`src/rtl/scale_arb_mux.sv`:
```
// Chans-to-1 valid/ready multiplexer with a registered output stage, selecting by explicit sel or round-robin.
// Optional even-parity output out_par is enabled by defining SCALE_ARB_MUX_PARITY_EN.
module scale_arb_mux #(
    parameter int unsigned  Size  = 1,
    parameter int unsigned  Chans = 4,
    localparam int unsigned SelW  = $clog2(Chans)
) (
    input  logic                  clk,
    input  logic                  rst_n,
    input  logic [Chans*Size-1:0] in_data,
    input  logic [Chans-1:0]      in_valid,
    output logic [Chans-1:0]      in_ready,
    input  logic                  mode,
    input  logic [SelW-1:0]       sel,
    output logic [Size-1:0]       out_data,
    output logic                  out_valid,
    input  logic                  out_ready,
    output logic [SelW-1:0]       out_chan
`ifdef SCALE_ARB_MUX_PARITY_EN
    ,
    output logic                  out_par
`endif
);

    logic              out_valid_q, out_valid_d;
    logic [Size-1:0]   out_data_q, out_data_d;
    logic [SelW-1:0]   out_chan_q, out_chan_d;
    logic [SelW-1:0]   rr_ptr_q, rr_ptr_d;

    logic              load_en_c;
    logic              grant_vld_c;
    logic [SelW-1:0]   grant_c;
    logic              xfer_c;
    logic [Size-1:0]   grant_data_c;
    int unsigned       dist_c;
    int unsigned       best_dist_c;

    assign load_en_c = !out_valid_q || out_ready;

    // Grant: explicit sel match, or the valid channel closest after rr_ptr in wrap order
    always_comb begin
        grant_vld_c = 1'b0;
        grant_c     = '0;
        dist_c      = 0;
        best_dist_c = Chans;
        for (int unsigned i = 0; i < Chans; i++) begin
            if (!mode) begin
                if (sel == SelW'(i) && in_valid[i]) begin
                    grant_vld_c = 1'b1;
                    grant_c     = SelW'(i);
                end
            end else begin
                dist_c = (i + Chans - 1 - 32'(rr_ptr_q)) % Chans;
                if (in_valid[i] && dist_c < best_dist_c) begin
                    best_dist_c = dist_c;
                    grant_vld_c = 1'b1;
                    grant_c     = SelW'(i);
                end
            end
        end
    end

    always_comb begin
        grant_data_c = '0;
        for (int unsigned i = 0; i < Chans; i++) begin
            if (grant_c == SelW'(i)) begin
                grant_data_c = in_data[i*Size +: Size];
            end
        end
    end

    assign xfer_c = grant_vld_c && load_en_c;

    // Ready is forced low while reset is asserted so no producer sees a handshake
    always_comb begin
        in_ready = '0;
        for (int unsigned i = 0; i < Chans; i++) begin
            in_ready[i] = rst_n && xfer_c && (grant_c == SelW'(i));
        end
    end

    always_comb begin
        out_valid_d = out_valid_q;
        out_data_d  = out_data_q;
        out_chan_d  = out_chan_q;
        rr_ptr_d    = rr_ptr_q;
        if (xfer_c) begin
            out_valid_d = 1'b1;
            out_data_d  = grant_data_c;
            out_chan_d  = grant_c;
            if (mode) begin
                rr_ptr_d = grant_c;
            end
        end else if (out_ready) begin
            out_valid_d = 1'b0;
        end
    end

    always_ff @(posedge clk or negedge rst_n) begin
        if (!rst_n) begin
            out_valid_q <= 1'b0;
            out_data_q  <= '0;
            out_chan_q  <= '0;
            rr_ptr_q    <= SelW'(Chans - 1);
        end else begin
            out_valid_q <= out_valid_d;
            out_data_q  <= out_data_d;
            out_chan_q  <= out_chan_d;
            rr_ptr_q    <= rr_ptr_d;
        end
    end

    assign out_valid = out_valid_q;
    assign out_data  = out_data_q;
    assign out_chan  = out_chan_q;

`ifdef SCALE_ARB_MUX_PARITY_EN
    logic out_par_q, out_par_d;

    assign out_par_d = ^out_data_d;

    always_ff @(posedge clk or negedge rst_n) begin
        if (!rst_n) begin
            out_par_q <= 1'b0;
        end else begin
            out_par_q <= out_par_d;
        end
    end

    assign out_par = out_par_q;
`endif

endmodule

```
`config.mk`:
```
export PLATFORM = sky130hd
export DESIGN_NAME = scale_arb_mux
export DESIGN_NICKNAME = d
export VERILOG_FILES = /design/src/rtl/scale_arb_mux.sv
export SDC_FILE = /design/constraint.sdc
export NUM_CORES = 1
export LEC_CHECK = 0
export BUFFER_PORTS_ARGS = -buffer_cell sky130_fd_sc_hd__buf_4
export CORE_UTILIZATION = 50
export DETAILED_ROUTE_END_ITERATION = 10
export PLACE_DENSITY = 0.78
export SLEW_MARGIN = 15
export SYNTH_ARGS = -nofsm -noshare
export SYNTH_HDL_FRONTEND = slang
export SYNTH_SLANG_ARGS = --single-unit
```
`constraint.sdc`:
```
create_clock -name clk -period 10.3 [get_ports clk]
set_input_delay 3.09 -clock clk [delete_from_list [all_inputs] [get_ports clk]]
set_output_delay 3.09 -clock clk [all_outputs]
set_load 0.01 [all_outputs]
```
Yosys cells after proc, flatten, opt, wreduce, memory -nomap -nowiden

Cells that the tools add are included.

Register bits after elaboration: 6
Logic and storage cells: 71

Add/subtract/negate cells: 4
$lt $le $gt $ge: 4
Equality and inequality tests: 6
Muxes and demuxes: 33
Reductions and logical operators: 20

Operators with widths:

| cell                                                       | number |
|---|---|
| 2-to-1 mux 32 bit                                          | 4 |
| less-than comparator 2 x 32 -> 1 bit                       | 3 |
| 2-to-1 mux 1 bit                                           | 20 |
| logical AND 1 bit                                          | 14 |
| 2-to-1 mux 2 bit                                           | 7 |
| equality test 2 bit, second input constant                 | 4 |
| 2-to-1 mux 3 bit                                           | 2 |
| equality test 2 x 1 -> 1 bit, second input constant        | 2 |
| zero test 2 bit                                            | 2 |
| subtractor 1 x 2 -> 2 bit, first input constant            | 2 |
| subtractor 2 bit, first input constant                     | 2 |
| less-than comparator 2 x 3 -> 1 bit, second input constant | 1 |
| AND reduction 2 bit                                        | 1 |
| nonzero test 2 bit                                         | 1 |
| zero test 1 bit                                            | 1 |
| logical OR 1 bit                                           | 1 |

Longest topological paths before layout

Word-level depth: 22
Mapped depth: 20
Gate-level depth less buffers: 19

Worst setup path after synthesis

Ideal clock, no wire load.

Kind: input-to-output
Start point: in mode
End point: out in_ready[2]
Arrival time: 6.332 ns
Required time: 7.210 ns
Slack: 0.878 ns
Stages on the path: 19
Path buffers: 1
Cell sequence: clkbuf_8 -> nand3b_1 -> ha_1 -> nand2b_1 -> a22oi_1 -> o22ai_1 -> nand2_1 -> ha_1 -> and4b_1 -> a211oi_2 -> nor2b_4 -> o21ai_0 -> nand2_1 -> ha_1 -> o22ai_1 -> a311o_2 -> o21ai_2 -> nand2b_1 -> nor4_1

Cells in the longest elaborated chain, start to end: 16
Elaborated cells between the ends (all ways): 33
Classes of those cells: order compare (3); eq/ne (1); mux (23); reduce/logical (6)

RTL lines:

| element                              | RTL line | RTL |
|---|---|---|
| from (decl)                          | 13       | `input logic mode,` |
| 2-to-1 mux 3 bit                     | 47       | `if (!mode) begin` |
| less-than comparator 2 x 32 -> 1 bit | 54       | `if (in_valid[i] && dist_c < best_dist_c) begin` |
| logical AND 1 bit                    | 54       |  |
| 2-to-1 mux 32 bit                    | 54       |  |
| 2-to-1 mux 32 bit                    | 47       |  |
| less-than comparator 2 x 32 -> 1 bit | 54       |  |
| logical AND 1 bit                    | 54       |  |
| 2-to-1 mux 32 bit                    | 54       |  |
| 2-to-1 mux 32 bit                    | 47       |  |
| less-than comparator 2 x 32 -> 1 bit | 54       |  |
| logical AND 1 bit                    | 54       |  |
| 2-to-1 mux 1 bit                     | 54       |  |
| 2-to-1 mux 1 bit                     | 47       |  |
| logical AND 1 bit                    | 72       | `assign xfer_c = grant_vld_c && load_en_c;` |
| logical AND 1 bit                    | 78       | `in_ready[i] = rst_n && xfer_c && (grant_c == SelW'(i));` |
| logical AND 1 bit (*)                | 78       |  |
| to (decl)                            | 12       | `output logic [Chans-1:0] in_ready,` |

Every way passes the cells marked *; elsewhere a longest branch is shown, timed or not.

Worst setup path in the final report

Ends and elaborated chain as after synthesis.

==> results.md <==
- Status: finished clean
- Die Area: between 1500 and 2000 sq um
- Setup crit end kind: output port
- Die Width: around 40 um
- Vias in the first global route: 626
- Critical Path Source Type: primary input
- Setup violators final: 0
- Post-CTS setup buffer count: 0
- Post-synth ARST share: 100%
- DR vias: ~700
- Met3 global-route usage: roughly 4.4%
- Net Sw Frac: 42.8%
- Layout overhead on the synthesized area: 23.1%
- Drt pass-1 iters: 4
- Normalized max-slew margin: ~72%
- Top post-synthesis cells by area: dfrtp_1, dfstp_2, ha_1
- Critical path arrival: about 6.7 ns
- Detailed Route WL: approximately 1.6 mm
- Yosys warning count: 0
- Max_cap viols: 0
- Clock network fraction of design power: between 10% and 20%
- Distinct cells, synth: 43
- Cell Pwr Density: ~220 nW/um^2
- Clock root buffer: clkbuf_4
- PortBufs: 21
- Share of cells above drive strength 1: between 40% and 50%
- Die height: around 40 um
- WL per Instance: roughly 13 um
- Core Region: approximately 1300 sq um
- Hold WC Path Type: reg -> reg
- Leakage: a little over 0.4 nW
- Peak VDD IR: ~120 uV
- Grt peak-use layer: met2
- WHS: 0.507 ns
- Initial antenna violation count: 0
- Total CTS buffers: 3
- Count of pins over their slew limit: 0
- Clock latency on the worst-skew pair: roughly 0.24 ns
- Req. time, crit path: around 7 ns
- EDFF count, synth: 0
- Ports: 22
- Largest area contributor in the netlist: dfrtp_1
- Worst-margin pin slew: around 0.42 ns
- Mapped cell area: between 700 and 800 sq um
- Grt met1 use: between 20% and 30%
- H-tree depth: 1
- Number of clock sinks: 6
- FP Rows: 13
- Crit-path max FO: 15
- ANT nets after route: 0
- Syn_area_per_cell: ~8.7 sq um
- Synth top area share: around 14%
- Synth Register Bits: 6
- P_sw: approximately 0.00008 W
- Final Hold Viols: 0
- CTS resizes: 0
- Post-route cell area: ~890 sq um
- P_int: 0.000110 W
- Fin crit period: between 9 and 10 ns
- Final core occ: about two thirds
- Gr usage total: ~23%
- Clock transition at path regs: ~0.040 ns
- Aggregate global routing overflow: 0
- Iter 0 DRT Violations: 24
- Hold_buf cts: 0
- Post-DP Area: just under 900 sq um
- Main synth FF type: dfrtp_1
- CTS tree: done
- Max Freq: 0.102 GHz
- # DRC: 0
- Gate Count Post-Synth: 83
- N_diodes: 0
- M2 GR Usage: 38.3%
- Gpl congestion: 0.744
- Largest net degree at the start of global routing: 16
- Initial core utilization: 55.1%
- Final Skew: approximately 0.01 ns
- Final worst path period share: a little over nine tenths
- Count leader, synth: nand2_1
- Synthesized net count: 100
- Sequential group share of total power: 24.7%
- Clock Path Buffers: 2
- Setup tns final: 0 ns
- First-pass GRT wire length: about 2.5 mm
- Commonest cells in the netlist: nand2_1, nor2_1, dfrtp_1, nand3_1
- Sequential area share after synthesis: about a fifth
- Nets: about 120
- Comb pwr share: a little under two thirds
- RSZ-0062 raised after global routing: false
- Critical path type: in -> out
- HPWL Detailed: approximately 1.3 mm
- Via density per instance: 5.81
metrics by stage:
step	setup slack, ns	total power, W	instances
6_report	0.510	0.000192	120
3_5_place_dp	0.530	0.000171	116
5_1_grt	0.233	0.000212	120
2_1_floorplan	0.878	0.000137	83
4_1_cts	0.499	0.000194	120
3_3_place_gp	0.549	0.000167	116
layout by cell type, fill, tap and decap left out, drive strengths merged, types with 2 or more instances in the layout:
cell and instances:
o21ai 7, mux2 2, buf 21, a211oi 4, o22ai 2, dfrtp 4, nand3 4, a21oi 3
ha 3, nor2 10, or2b 2, inv 3, nand2b 3, nor2b 2, nand2 10, dfstp 2
clkbuf 4
per-layer routing:
metal | wire, um | vias to the layer above
met5 | 0 | -
met4 | 0 | 0
met3 | 39 | 0
met2 | 776 | 18
met1 | 751 | 321
li1 | - | 358
registers in the layout, indices dropped and copies added (netlist names):
name       cells
rr_ptr_q       2
out_data       1
out_valid      1
out_chan       2
worst max-delay path, cell delays in order:
cell and delay (ns):
buf_4 0.17, nand3b_1 0.10, ha_1 0.22, nand2b_1 0.17
a22oi_1 0.15, o22ai_1 0.10, nand2_1 0.09, ha_1 0.16
and4b_1 0.20, a211oi_2 0.28, nor2b_4 0.10, o21ai_0 0.17
nand2_1 0.09, ha_1 0.28, o22ai_1 0.11, a311o_2 0.42
o21ai_2 0.17, nand2b_1 0.16, nor4_1 0.32, buf_4 0.17
power groups by stage:
stage	logic, W	registers [W]	clock network (W)
floorplan	0.0000886	0.0000482	0
global placement	0.000120	0.0000469	0
detailed placement	0.000123	0.0000477	0
CTS	0.000123	0.0000476	0.0000232
global route	0.000137	0.0000491	0.0000258
finish	0.000123	0.0000475	0.0000224
layout make-up:
type,count,area [sq um]
tap,15,18.8
multi-input combinational,71,527
fill,126,424
inverter,3,11.3
timing repair buffer,21,158
clock buffer,4,26.3
sequential,6,153
path summary, 6_finish.rpt:
check | from | to | slack [ns] | cells after the start
setup / recovery | mode | in_ready[2] | 0.51 | 20
hold / removal | out_chan[1] | out_chan[1] | 0.51 | 1
setup reg to reg | rr_ptr_q[0] | out_valid | 6.28 | 18
hold reg to reg | out_chan[1] | out_chan[1] | 0.51 | 1
max in group asynchronous | rst_n | rr_ptr_q[0] | 7.44 | 1
min in group asynchronous | rst_n | out_chan[0] | 2.65 | 1
cell families after synthesis:
kind of cell / share of synthesized area, %
AO/OA/AOI/OAI: 29.3
XOR/XNOR: 1.21
adder cells (fa/ha/maj): 5.17
buffers and inverters: 6.38
flip-flops: 21.0
multiplexers: 5.00
AND/OR/NAND/NOR: 31.9
Power figures use the tool's default switching activity.
